[src/rtl/wb_commit_stage_if.sv]
// Bundle of the MEM->WB handshake, long-latency result port, register-file write
// port, forwarding and debug-trace signals of the writeback/commit stage.
interface wb_commit_stage_if #(
  parameter int DATA_W = 32,
  parameter int ADDR_W = 5,
  parameter int PC_W   = 32
);
  logic              ws_allowin;
  logic              ms_to_ws_valid;
  logic              ms_gr_we;
  logic [ADDR_W-1:0] ms_dest;
  logic [DATA_W-1:0] ms_result;
  logic [PC_W-1:0]   ms_pc;
  logic              ws_flush;

  logic              ll_valid;
  logic              ll_ready;
  logic [ADDR_W-1:0] ll_dest;
  logic [DATA_W-1:0] ll_data;
  logic [PC_W-1:0]   ll_pc;

  logic              rf_we;
  logic [ADDR_W-1:0] rf_waddr;
  logic [DATA_W-1:0] rf_wdata;

  logic              ws_to_ds_valid;
  logic [ADDR_W-1:0] ws_fwd_dest;
  logic [DATA_W-1:0] ws_fwd_data;

  logic [PC_W-1:0]   debug_wb_pc;
  logic [3:0]        debug_wb_rf_we;
  logic [ADDR_W-1:0] debug_wb_rf_wnum;
  logic [DATA_W-1:0] debug_wb_rf_wdata;

  modport slave (
    output ws_allowin, ll_ready, rf_we, rf_waddr, rf_wdata,
           ws_to_ds_valid, ws_fwd_dest, ws_fwd_data,
           debug_wb_pc, debug_wb_rf_we, debug_wb_rf_wnum, debug_wb_rf_wdata,
    input  ms_to_ws_valid, ms_gr_we, ms_dest, ms_result, ms_pc, ws_flush,
           ll_valid, ll_dest, ll_data, ll_pc
  );

  modport master (
    input  ws_allowin, ll_ready, rf_we, rf_waddr, rf_wdata,
           ws_to_ds_valid, ws_fwd_dest, ws_fwd_data,
           debug_wb_pc, debug_wb_rf_we, debug_wb_rf_wnum, debug_wb_rf_wdata,
    output ms_to_ws_valid, ms_gr_we, ms_dest, ms_result, ms_pc, ws_flush,
           ll_valid, ll_dest, ll_data, ll_pc
  );
endinterface

[src/rtl/wb_commit_stage.sv]
// Writeback/commit stage: holds one pipeline instruction, buffers long-latency results
// in a small FIFO and arbitrates both onto the single register-file write port.
module wb_commit_stage #(
  parameter int DATA_W   = 32,
  parameter int ADDR_W   = 5,
  parameter int PC_W     = 32,
  parameter int LL_DEPTH = 2
) (
  input  logic               clk,
  input  logic               reset,
  wb_commit_stage_if.slave   bus
);
  localparam int PTR_W = (LL_DEPTH > 1) ? $clog2(LL_DEPTH) : 1;
  localparam int CNT_W = $clog2(LL_DEPTH + 1);

  typedef struct packed {
    logic [ADDR_W-1:0] dest;
    logic [DATA_W-1:0] data;
    logic [PC_W-1:0]   pc;
  } ll_entry_t;

  // Stage register
  logic              ws_valid;
  logic              ws_gr_we;
  logic [ADDR_W-1:0] ws_dest;
  logic [DATA_W-1:0] ws_result;
  logic [PC_W-1:0]   ws_pc;

  // Long-latency FIFO
  ll_entry_t         ll_mem [LL_DEPTH];
  logic [PTR_W-1:0]  rd_ptr, wr_ptr;
  logic [CNT_W-1:0]  count;

  logic      ws_wr, ll_full, ll_empty;
  logic      pipe_grant, ll_pop, ll_push, ws_ready_go, ws_allowin;
  ll_entry_t head;

  // Arbitration uses registered state only, so ll_* never reaches rf_* combinationally.
  assign ws_wr       = ws_valid & ws_gr_we & (ws_dest != '0);
  assign ll_full     = (count == CNT_W'(LL_DEPTH));
  assign ll_empty    = (count == '0);
  assign pipe_grant  = ws_wr & ~ll_full;
  assign ll_pop      = ~ll_empty & ~pipe_grant;
  assign ws_ready_go = ~(ws_wr & ll_full);
  assign ws_allowin  = ~ws_valid | ws_ready_go;
  assign ll_push     = bus.ll_valid & ~ll_full;
  assign head        = ll_mem[rd_ptr];

  // NOTE: every output is given a default first so always_comb never infers a latch.
  always_comb begin
    bus.rf_we       = 1'b0;
    bus.rf_waddr    = head.dest;
    bus.rf_wdata    = head.data;
    bus.debug_wb_pc = head.pc;
    if (pipe_grant) begin
      bus.rf_we       = 1'b1;
      bus.rf_waddr    = ws_dest;
      bus.rf_wdata    = ws_result;
      bus.debug_wb_pc = ws_pc;
    end else if (ll_pop) begin
      bus.rf_we = (head.dest != '0);
    end
  end

  assign bus.ws_allowin        = ws_allowin;
  assign bus.ll_ready          = ~ll_full;
  assign bus.ws_to_ds_valid    = ws_valid;
  assign bus.ws_fwd_dest       = ws_wr ? ws_dest : '0;
  assign bus.ws_fwd_data       = ws_result;
  assign bus.debug_wb_rf_we    = {4{bus.rf_we}};
  assign bus.debug_wb_rf_wnum  = bus.rf_waddr;
  assign bus.debug_wb_rf_wdata = bus.rf_wdata;

  // NOTE: sequential state uses non-blocking assignments so every flop samples
  // pre-edge values regardless of statement order.
  always_ff @(posedge clk) begin
    if (reset) begin
      ws_valid  <= 1'b0;
      ws_gr_we  <= 1'b0;
      ws_dest   <= '0;
      ws_result <= '0;
      ws_pc     <= '0;
    end else if (bus.ws_flush) begin
      ws_valid <= 1'b0;
    end else if (ws_allowin) begin
      ws_valid <= bus.ms_to_ws_valid;
      if (bus.ms_to_ws_valid) begin
        ws_gr_we  <= bus.ms_gr_we;
        ws_dest   <= bus.ms_dest;
        ws_result <= bus.ms_result;
        ws_pc     <= bus.ms_pc;
      end
    end
  end

  always_ff @(posedge clk) begin
    if (reset) begin
      rd_ptr <= '0;
      wr_ptr <= '0;
      count  <= '0;
    end else begin
      if (ll_push)
        wr_ptr <= (wr_ptr == PTR_W'(LL_DEPTH - 1)) ? '0 : wr_ptr + PTR_W'(1);
      if (ll_pop)
        rd_ptr <= (rd_ptr == PTR_W'(LL_DEPTH - 1)) ? '0 : rd_ptr + PTR_W'(1);
      if (ll_push && !ll_pop)
        count <= count + CNT_W'(1);
      else if (ll_pop && !ll_push)
        count <= count - CNT_W'(1);
    end
  end

  // NOTE: the payload array is deliberately not reset; occupancy is defined solely by
  // the pointers and count, so stale entries are never observed.
  always_ff @(posedge clk) begin
    if (ll_push)
      ll_mem[wr_ptr] <= '{dest: bus.ll_dest, data: bus.ll_data, pc: bus.ll_pc};
  end
endmodule
[src/flat_wrapper.sv]
// flat-port wrapper written by rule: the top's interface ports become plain ports
module wb_commit_stage_flat 
#(
  parameter int DATA_W   = 32,
  parameter int ADDR_W   = 5,
  parameter int PC_W     = 32,
  parameter int LL_DEPTH = 2
)
  (clk, reset, bus_ws_allowin, bus_ll_ready, bus_rf_we, bus_rf_waddr, bus_rf_wdata, bus_ws_to_ds_valid, bus_ws_fwd_dest, bus_ws_fwd_data, bus_debug_wb_pc, bus_debug_wb_rf_we, bus_debug_wb_rf_wnum, bus_debug_wb_rf_wdata, bus_ms_to_ws_valid, bus_ms_gr_we, bus_ms_dest, bus_ms_result, bus_ms_pc, bus_ws_flush, bus_ll_valid, bus_ll_dest, bus_ll_data, bus_ll_pc);
  wb_commit_stage_if #(.DATA_W(DATA_W), .ADDR_W(ADDR_W), .PC_W(PC_W)) bus_i ();
  input  logic clk;
  input  logic reset;
  output wire logic [$bits(bus_i.ws_allowin)-1:0] bus_ws_allowin;
  output wire logic [$bits(bus_i.ll_ready)-1:0] bus_ll_ready;
  output wire logic [$bits(bus_i.rf_we)-1:0] bus_rf_we;
  output wire logic [$bits(bus_i.rf_waddr)-1:0] bus_rf_waddr;
  output wire logic [$bits(bus_i.rf_wdata)-1:0] bus_rf_wdata;
  output wire logic [$bits(bus_i.ws_to_ds_valid)-1:0] bus_ws_to_ds_valid;
  output wire logic [$bits(bus_i.ws_fwd_dest)-1:0] bus_ws_fwd_dest;
  output wire logic [$bits(bus_i.ws_fwd_data)-1:0] bus_ws_fwd_data;
  output wire logic [$bits(bus_i.debug_wb_pc)-1:0] bus_debug_wb_pc;
  output wire logic [$bits(bus_i.debug_wb_rf_we)-1:0] bus_debug_wb_rf_we;
  output wire logic [$bits(bus_i.debug_wb_rf_wnum)-1:0] bus_debug_wb_rf_wnum;
  output wire logic [$bits(bus_i.debug_wb_rf_wdata)-1:0] bus_debug_wb_rf_wdata;
  input wire logic [$bits(bus_i.ms_to_ws_valid)-1:0] bus_ms_to_ws_valid;
  input wire logic [$bits(bus_i.ms_gr_we)-1:0] bus_ms_gr_we;
  input wire logic [$bits(bus_i.ms_dest)-1:0] bus_ms_dest;
  input wire logic [$bits(bus_i.ms_result)-1:0] bus_ms_result;
  input wire logic [$bits(bus_i.ms_pc)-1:0] bus_ms_pc;
  input wire logic [$bits(bus_i.ws_flush)-1:0] bus_ws_flush;
  input wire logic [$bits(bus_i.ll_valid)-1:0] bus_ll_valid;
  input wire logic [$bits(bus_i.ll_dest)-1:0] bus_ll_dest;
  input wire logic [$bits(bus_i.ll_data)-1:0] bus_ll_data;
  input wire logic [$bits(bus_i.ll_pc)-1:0] bus_ll_pc;
  assign bus_ws_allowin = bus_i.ws_allowin;
  assign bus_ll_ready = bus_i.ll_ready;
  assign bus_rf_we = bus_i.rf_we;
  assign bus_rf_waddr = bus_i.rf_waddr;
  assign bus_rf_wdata = bus_i.rf_wdata;
  assign bus_ws_to_ds_valid = bus_i.ws_to_ds_valid;
  assign bus_ws_fwd_dest = bus_i.ws_fwd_dest;
  assign bus_ws_fwd_data = bus_i.ws_fwd_data;
  assign bus_debug_wb_pc = bus_i.debug_wb_pc;
  assign bus_debug_wb_rf_we = bus_i.debug_wb_rf_we;
  assign bus_debug_wb_rf_wnum = bus_i.debug_wb_rf_wnum;
  assign bus_debug_wb_rf_wdata = bus_i.debug_wb_rf_wdata;
  assign bus_i.ms_to_ws_valid = bus_ms_to_ws_valid;
  assign bus_i.ms_gr_we = bus_ms_gr_we;
  assign bus_i.ms_dest = bus_ms_dest;
  assign bus_i.ms_result = bus_ms_result;
  assign bus_i.ms_pc = bus_ms_pc;
  assign bus_i.ws_flush = bus_ws_flush;
  assign bus_i.ll_valid = bus_ll_valid;
  assign bus_i.ll_dest = bus_ll_dest;
  assign bus_i.ll_data = bus_ll_data;
  assign bus_i.ll_pc = bus_ll_pc;
  wb_commit_stage #(.DATA_W(DATA_W), .ADDR_W(ADDR_W), .PC_W(PC_W), .LL_DEPTH(LL_DEPTH)) u_core (.clk(clk), .reset(reset), .bus(bus_i));
endmodule
[config.mk]
export PLATFORM = sky130hd
export DESIGN_NAME = wb_commit_stage_flat
export DESIGN_NICKNAME = d
export VERILOG_FILES = /design/src/rtl/wb_commit_stage_if.sv /design/src/rtl/wb_commit_stage.sv /design/src/flat_wrapper.sv
export SDC_FILE = /design/constraint.sdc
export NUM_CORES = 1
export LEC_CHECK = 0
export BUFFER_PORTS_ARGS = -buffer_cell sky130_fd_sc_hd__clkbuf_2
export CORE_ASPECT_RATIO = 0.9
export CORE_MARGIN = 2
export CORE_UTILIZATION = 40
export CTS_CLUSTER_DIAMETER = 40
export CTS_CLUSTER_SIZE = 16
export DETAILED_ROUTE_END_ITERATION = 8
export PLACE_DENSITY_LB_ADDON = 0.1
export SLEW_MARGIN = 5
export SYNTH_ARGS = -nofsm -noshare
export SYNTH_HDL_FRONTEND = slang
export SYNTH_SLANG_ARGS = --single-unit
[constraint.sdc]
create_clock -name clk -period 6.1 [get_ports clk]
set_input_delay 0.61 -clock clk [delete_from_list [all_inputs] [get_ports clk]]
set_output_delay 0.61 -clock clk [all_outputs]
set_load 0.005 [all_outputs]
---- Yosys cells after proc, flatten, opt, wreduce, memory -nomap -nowiden ----
Memories as Yosys holds them, arrays and structs flattened. A register that Yosys moved wholly into a read port is not among the register bits.
Cells that the tools add are included.
word-level totals
  memory bits (writable) .................. 138
  memories kept ........................... 1
  logic and storage cells ................. 51
  flip-flop bits (word level) ............. 75
  output and inout bits ................... 151
cells by class
  reductions and logical operators ........ 10
  muxes and demuxes ....................... 14
  bitwise logic cells ..................... 13
  $add $sub $neg .......................... 4
  equal/unequal tests ..................... 1
memories
  memory         depth  bits a word  read ports  clocked after memory_dff  wr ports  RTL line               text
  u_core.ll_mem  2      69           1           1                         1         wb_commit_stage.sv:30  ll_entry_t ll_mem [LL_DEPTH];
operators by type and width
  operator                                          number
  two-way mux 32 bit                                2
  two-way mux 5 bit                                 2
  nonzero test 5 bit                                2
  two-way mux 1 bit                                 8
  AND 1 bit                                         6
  NOT 1 bit                                         6
  two-way mux 2 bit                                 2
  AND reduction 3 bit                               1
  adder 1 bit, second input constant                2
  adder 2 x 1 -> 2 bit, second input constant       1
  == test 2 bit, second input constant              1
  logical AND 1 bit                                 2
  zero test 1 bit                                   2
  zero test 2 bit                                   1
  nonzero test 2 bit                                1
  OR reduction 2 bit                                1
  subtractor 2 x 1 -> 2 bit, second input constant  1
  bitwise OR 1 bit                                  1

---- Logic depth before layout (Yosys ltp) ----
  depth in word-level cells ............... 8
  depth in mapped cells ................... 8
  depth with buffers taken out ............ 8

---- Worst setup path before layout ----
No wires, ideal clock.
  kind .................................... flip-flop to flip-flop
  start point ............................. register u_core.count[0]
  end point ............................... memory u_core.ll_mem[0][0] (netlist name) (enable)
  clock period less this slack ............ 4.133 ns
  cell stages (with the launch flop) ...... 5
  path slack .............................. 1.967 ns
  data arrival time ....................... 3.637 ns
  data required time ...................... 5.604 ns
  setup time .............................. 0.496 ns
  path through ............................ dfxtp_1 > nor2b_2 > inv_1 > nand2_1 > nor2_1
on the way
  word-level cells in the longest chain between the ends .. 5
RTL lines
  what                                     RTL line                text
  start, declared                          wb_commit_stage.sv:32   logic [CNT_W-1:0] count;
  start signal, assigned                   wb_commit_stage.sv:107  count <= count + CNT_W'(1);
  start signal, assigned                   wb_commit_stage.sv:109  count <= count - CNT_W'(1);
  == test 2 bit                            wb_commit_stage.sv:40   assign ll_full = (count == CNT_W'(LL_DEPTH));
  NOT 1 bit                                n/a
  net bus_ll_ready                         flat_wrapper.sv:14      output wire logic [$bits(bus_i.ll_ready)-1:0] bus_ll_ready;
  AND 1 bit                                wb_commit_stage.sv:46   assign ll_push = bus.ll_valid & ~ll_full;
  two-way mux 1 bit                        wb_commit_stage.sv:116  if (ll_push)
  two-way mux 1 bit (not written as such)  wb_commit_stage.sv:117  ll_mem[wr_ptr] <= '{dest: bus.ll_dest, data: bus.ll_data, pc: bus.ll_pc};
  end, declared                            wb_commit_stage.sv:30
The timed path passes the listed nets, and every way through them passes these cells.

---- Final worst setup path ----
  start point ............................. register u_core.ws_gr_we
  end point ............................... output bus_debug_wb_rf_wnum[3]
on the way
  word-level cells in the longest chain between the ends .. 4
RTL lines
  what                     RTL line               text
  start, declared          wb_commit_stage.sv:24  logic ws_gr_we;
  start signal, assigned   wb_commit_stage.sv:88  ws_gr_we <= bus.ms_gr_we;
  AND 1 bit (2 in series)  wb_commit_stage.sv:39  assign ws_wr = ws_valid & ws_gr_we & (ws_dest != '0);
  AND 1 bit                wb_commit_stage.sv:42  assign pipe_grant = ws_wr & ~ll_full;
  two-way mux 5 bit        wb_commit_stage.sv:55  if (pipe_grant) begin
  end, declared            flat_wrapper.sv:23     output wire logic [$bits(bus_i.debug_wb_rf_wnum)-1:0] bus_debug_wb_rf_wnum;
No other way between the ends.

==> results.sh <==
export IMPL_outcome="complete, no violations"
export IMPL_drt_pass1_iter_count=4
export IMPL_synth_cell_types=35
export IMPL_grt_pass1_vias=6069
export IMPL_post_dp_hpwl_mm=14.7
export IMPL_cellPowerDensity_nw_per_um2=396
export IMPL_antenna_found_initial=1
export IMPL_portBuffers=294
export IMPL_drcViolationCount=0
export IMPL_drt_total_wl_mm=21.7
export IMPL_synth_fp_nets=910
export IMPL_start_util_pct=40.7
export IMPL_rows=53
export IMPL_drtIter0Drc=328
export IMPL_cp_end_kind="output port"
export IMPL_num_fill_cells=2099
export IMPL_pre_cts_slack_ns=3.31
export IMPL_wire_per_inst_um=16.2
export IMPL_worstPathCellList="nand2_2 > a211oi_4 > buf_4 > o21ai_0 > clkbuf_2"
export IMPL_grt_pass1_wl_mm=33.3
export IMPL_worstSetupPathType="flip-flop to output port"
export IMPL_period_share_pct=53.7
export IMPL_clkLatencyLatePin_ns=0.53
export IMPL_crit_path_max_fanout=93
export IMPL_drive_gt1_share_pct=35.1
export IMPL_syn_cell_area_um2=9490
export IMPL_holdWs_ns=0.259
export IMPL_critPathRequiredTime_ns=5.49
export IMPL_maxCapViolCount=0
export IMPL_seq_area_frac_synth_pct=59.7
export IMPL_grt_max_degree=99
export IMPL_cts_htree_levels=1
export IMPL_max_slew_margin_pct=31.6
export IMPL_setup_ws_ns=2.82
export IMPL_post_cts_setup_buffers=0
export IMPL_viasPerCell=4.61
export IMPL_io_pins=295
export IMPL_vias=6164
export IMPL_yosysWarnings=0
export IMPL_final_common_cell="clkbuf_2"
export IMPL_ys_ff_latch=214
export IMPL_peakVddDrop_uv=253
export IMPL_design_die_area_um2=25000
export IMPL_setup_viol=0
export IMPL_syn_area_per_cell_um2=12.4
export IMPL_cts_root_buf="clkbuf_16"
export IMPL_r2r_slack_ns=3.49
export IMPL_hold_viol_final=0
export IMPL_grt_usage_pct=16.9
export IMPL_hp_class="input port to flip-flop"
export IMPL_synthArstFlopShare_pct=0
export IMPL_slowest_stage="buf_4"
export IMPL_critical_path_top_delay_family="buffers and inverters"
export IMPL_overflow=0
export IMPL_clk_pin_slew_ns=0.06
export IMPL_r2r_start="u_core.count[0]$_SDFFE_PP0P_"
export IMPL_finish_utilization_pct=50.7
export IMPL_clock_fmax_ghz=0.305
export IMPL_r2r_end="u_core.ll_mem[0][7]$_DFFE_PP_"
export IMPL_nets=1156
export IMPL_path_buf_inv=2
export IMPL_final_cell_mix="293 x clkbuf_2, 139 x mux2i_1, 139 x nand2b_1, 138 x edfxtp_1, 75 x dfxtp_1"
export IMPL_tns_ns=0
export IMPL_worst_path_largest_cell_delay_ns=0.73
export IMPL_gp_congestion=0.744
export IMPL_clock_path_buffers=3
export IMPL_leakagePower_nw=4.71
export IMPL_postRouteAntennaNets=0
export IMPL_numCtsBuffers=31
export IMPL_dieWidth_um=166
export IMPL_finalCriticalPeriod_ns=3.28
export IMPL_drv_slew=0
export IMPL_hold_buffers=0
export IMPL_worst_setup_path_start_kind="flip-flop"
export IMPL_tightestPinTransition_ns=1.03
export IMPL_cts_resized=0
export IMPL_rsz0062_at_grt="no"
export IMPL_synth_cells=765
export IMPL_whs_path_depth=2
export IMPL_hold_path_startpoint="bus_ws_flush"
export IMPL_cts_tree="built"
export IMPL_worst_endpoint_arrival_ns=2.67
export IMPL_core_area_um2=23300
export IMPL_area_growth_pct=24.8
export IMPL_clock_skew_ns=0.0139
export IMPL_clkSinkCount=214
export IMPL_reg2reg_depth=5
export IMPL_die_height_um=150
export IMPL_holdPathEnd="u_core.bus.ws_to_ds_valid$_SDFFE_PP0P_"
export IMPL_synth_edf_count=138
export IMPL_synth_ff_type="edfxtp_1"
through the flow:
stage	area [um^2]	instances	total power [W]
after global routing	11800	1337	0.00494
after floorplan	9490	765	0.00259
after global placement	10800	1280	0.00293
after detailed placement	10800	1280	0.00294
after CTS	11800	1337	0.00477
final	11800	1338	0.00469
synth_stat cells, types with 2 or more instances:
cell type | number | area, um^2
buf_4 | 43 | 323
buf_12 | 7 | 140
dfxtp_1 | 76 | 1520
clkbuf_2 | 3 | 15.0
nor3_1 | 2 | 10.0
buf_2 | 11 | 55.1
buf_6 | 5 | 56.3
mux2i_1 | 139 | 1390
nor2_1 | 7 | 26.3
nand2_1 | 71 | 267
o21ai_1 | 30 | 150
xor2_1 | 3 | 26.3
a21oi_1 | 6 | 30.0
and3_1 | 5 | 31.3
nand2b_1 | 139 | 870
inv_1 | 2 | 7.51
or3_1 | 2 | 12.5
edfxtp_1 | 138 | 4140
o21ai_0 | 41 | 205
a21oi_2 | 2 | 17.5
or2b_1 | 2 | 15.0
clkbuf_1 | 18 | 67.6
sequential cells by signal (all words and copies together) (netlist names), named ones only:
signal / flops
u_core.ws_pc: 32
u_core.ws_gr_we: 1
u_core.ll_mem: 138
u_core.count: 2
u_core.wr_ptr: 1
u_core.bus.ws_to_ds_valid: 1
u_core.ws_dest: 5
u_core.bus.ws_fwd_data: 32
u_core.rd_ptr: 1
final cells by class:
class	instances	area (um^2)	share of cell area (%)
diodes	1	2.50	0.0211
clock buffers	38	832	7.03
clock inverters	19	244	2.06
inverters	2	7.51	0.0634
multi-input cells	461	3180	26.9
flip-flops and latches	214	5670	47.9
well taps	302	378	3.19
repair buffers	301	1530	12.9
per-layer routing:
metal / wire length (um) / vias up / track usage, % / share of wire [%]
li1: - / 3131 / - / -
met5: 0 / - / 0 / 0
met1: 9860 / 2793 / 22.7 / 45
met3: 1530 / 32 / 4.34 / 7.0
met2: 9910 / 208 / 27.5 / 46
met4: 445 / 0 / 4.44 / 2.0
worst max-delay path by stage:
stage / startpoint / endpoint / slack [ns] / cells past startpoint
CTS: u_core.ws_gr_we$_SDFFE_PP0P_ / bus_debug_wb_rf_wnum[3] / 2.74 / 6
global placement: u_core.bus.ws_to_ds_valid$_SDFFE_PP0P_ / bus_rf_waddr[3] / 3.31 / 6
floorplan: u_core.count[0]$_SDFFE_PP0P_ / u_core.ll_mem[0][0]$_DFFE_PP_ / 1.97 / 4
global route: u_core.ws_gr_we$_SDFFE_PP0P_ / bus_debug_wb_rf_wnum[0] / 2.58 / 6
finish: u_core.ws_gr_we$_SDFFE_PP0P_ / bus_debug_wb_rf_wnum[3] / 2.82 / 5
detailed placement: u_core.ws_gr_we$_SDFFE_PP0P_ / bus_debug_wb_rf_wnum[3] / 3.31 / 6
power breakdown:
| group | switching, W | internal (W) | total, W |
|---|---|---|---|
| Sequential | 0.000114 | 0.00176 | 0.00187 |
| Combinational | 0.000534 | 0.000474 | 0.00101 |
| Clock | 0.000636 | 0.00118 | 0.00182 |
cell families (layout without fill, tap and decap cells):
kind of cell,count (synthesis),after routing,share of synthesized area (%)
muxes,139,139,14.7
other,0,1,0
adders and majority gates,1,1,0.132
AOI/OAI and AO/OA,81,81,4.46
buffers and inverters,90,360,7.04
and+or+nand+nor,237,237,13.7
DFF,214,214,59.7
xor gates and xnor gates,3,3,0.277
Power figures use the tool's default switching activity.
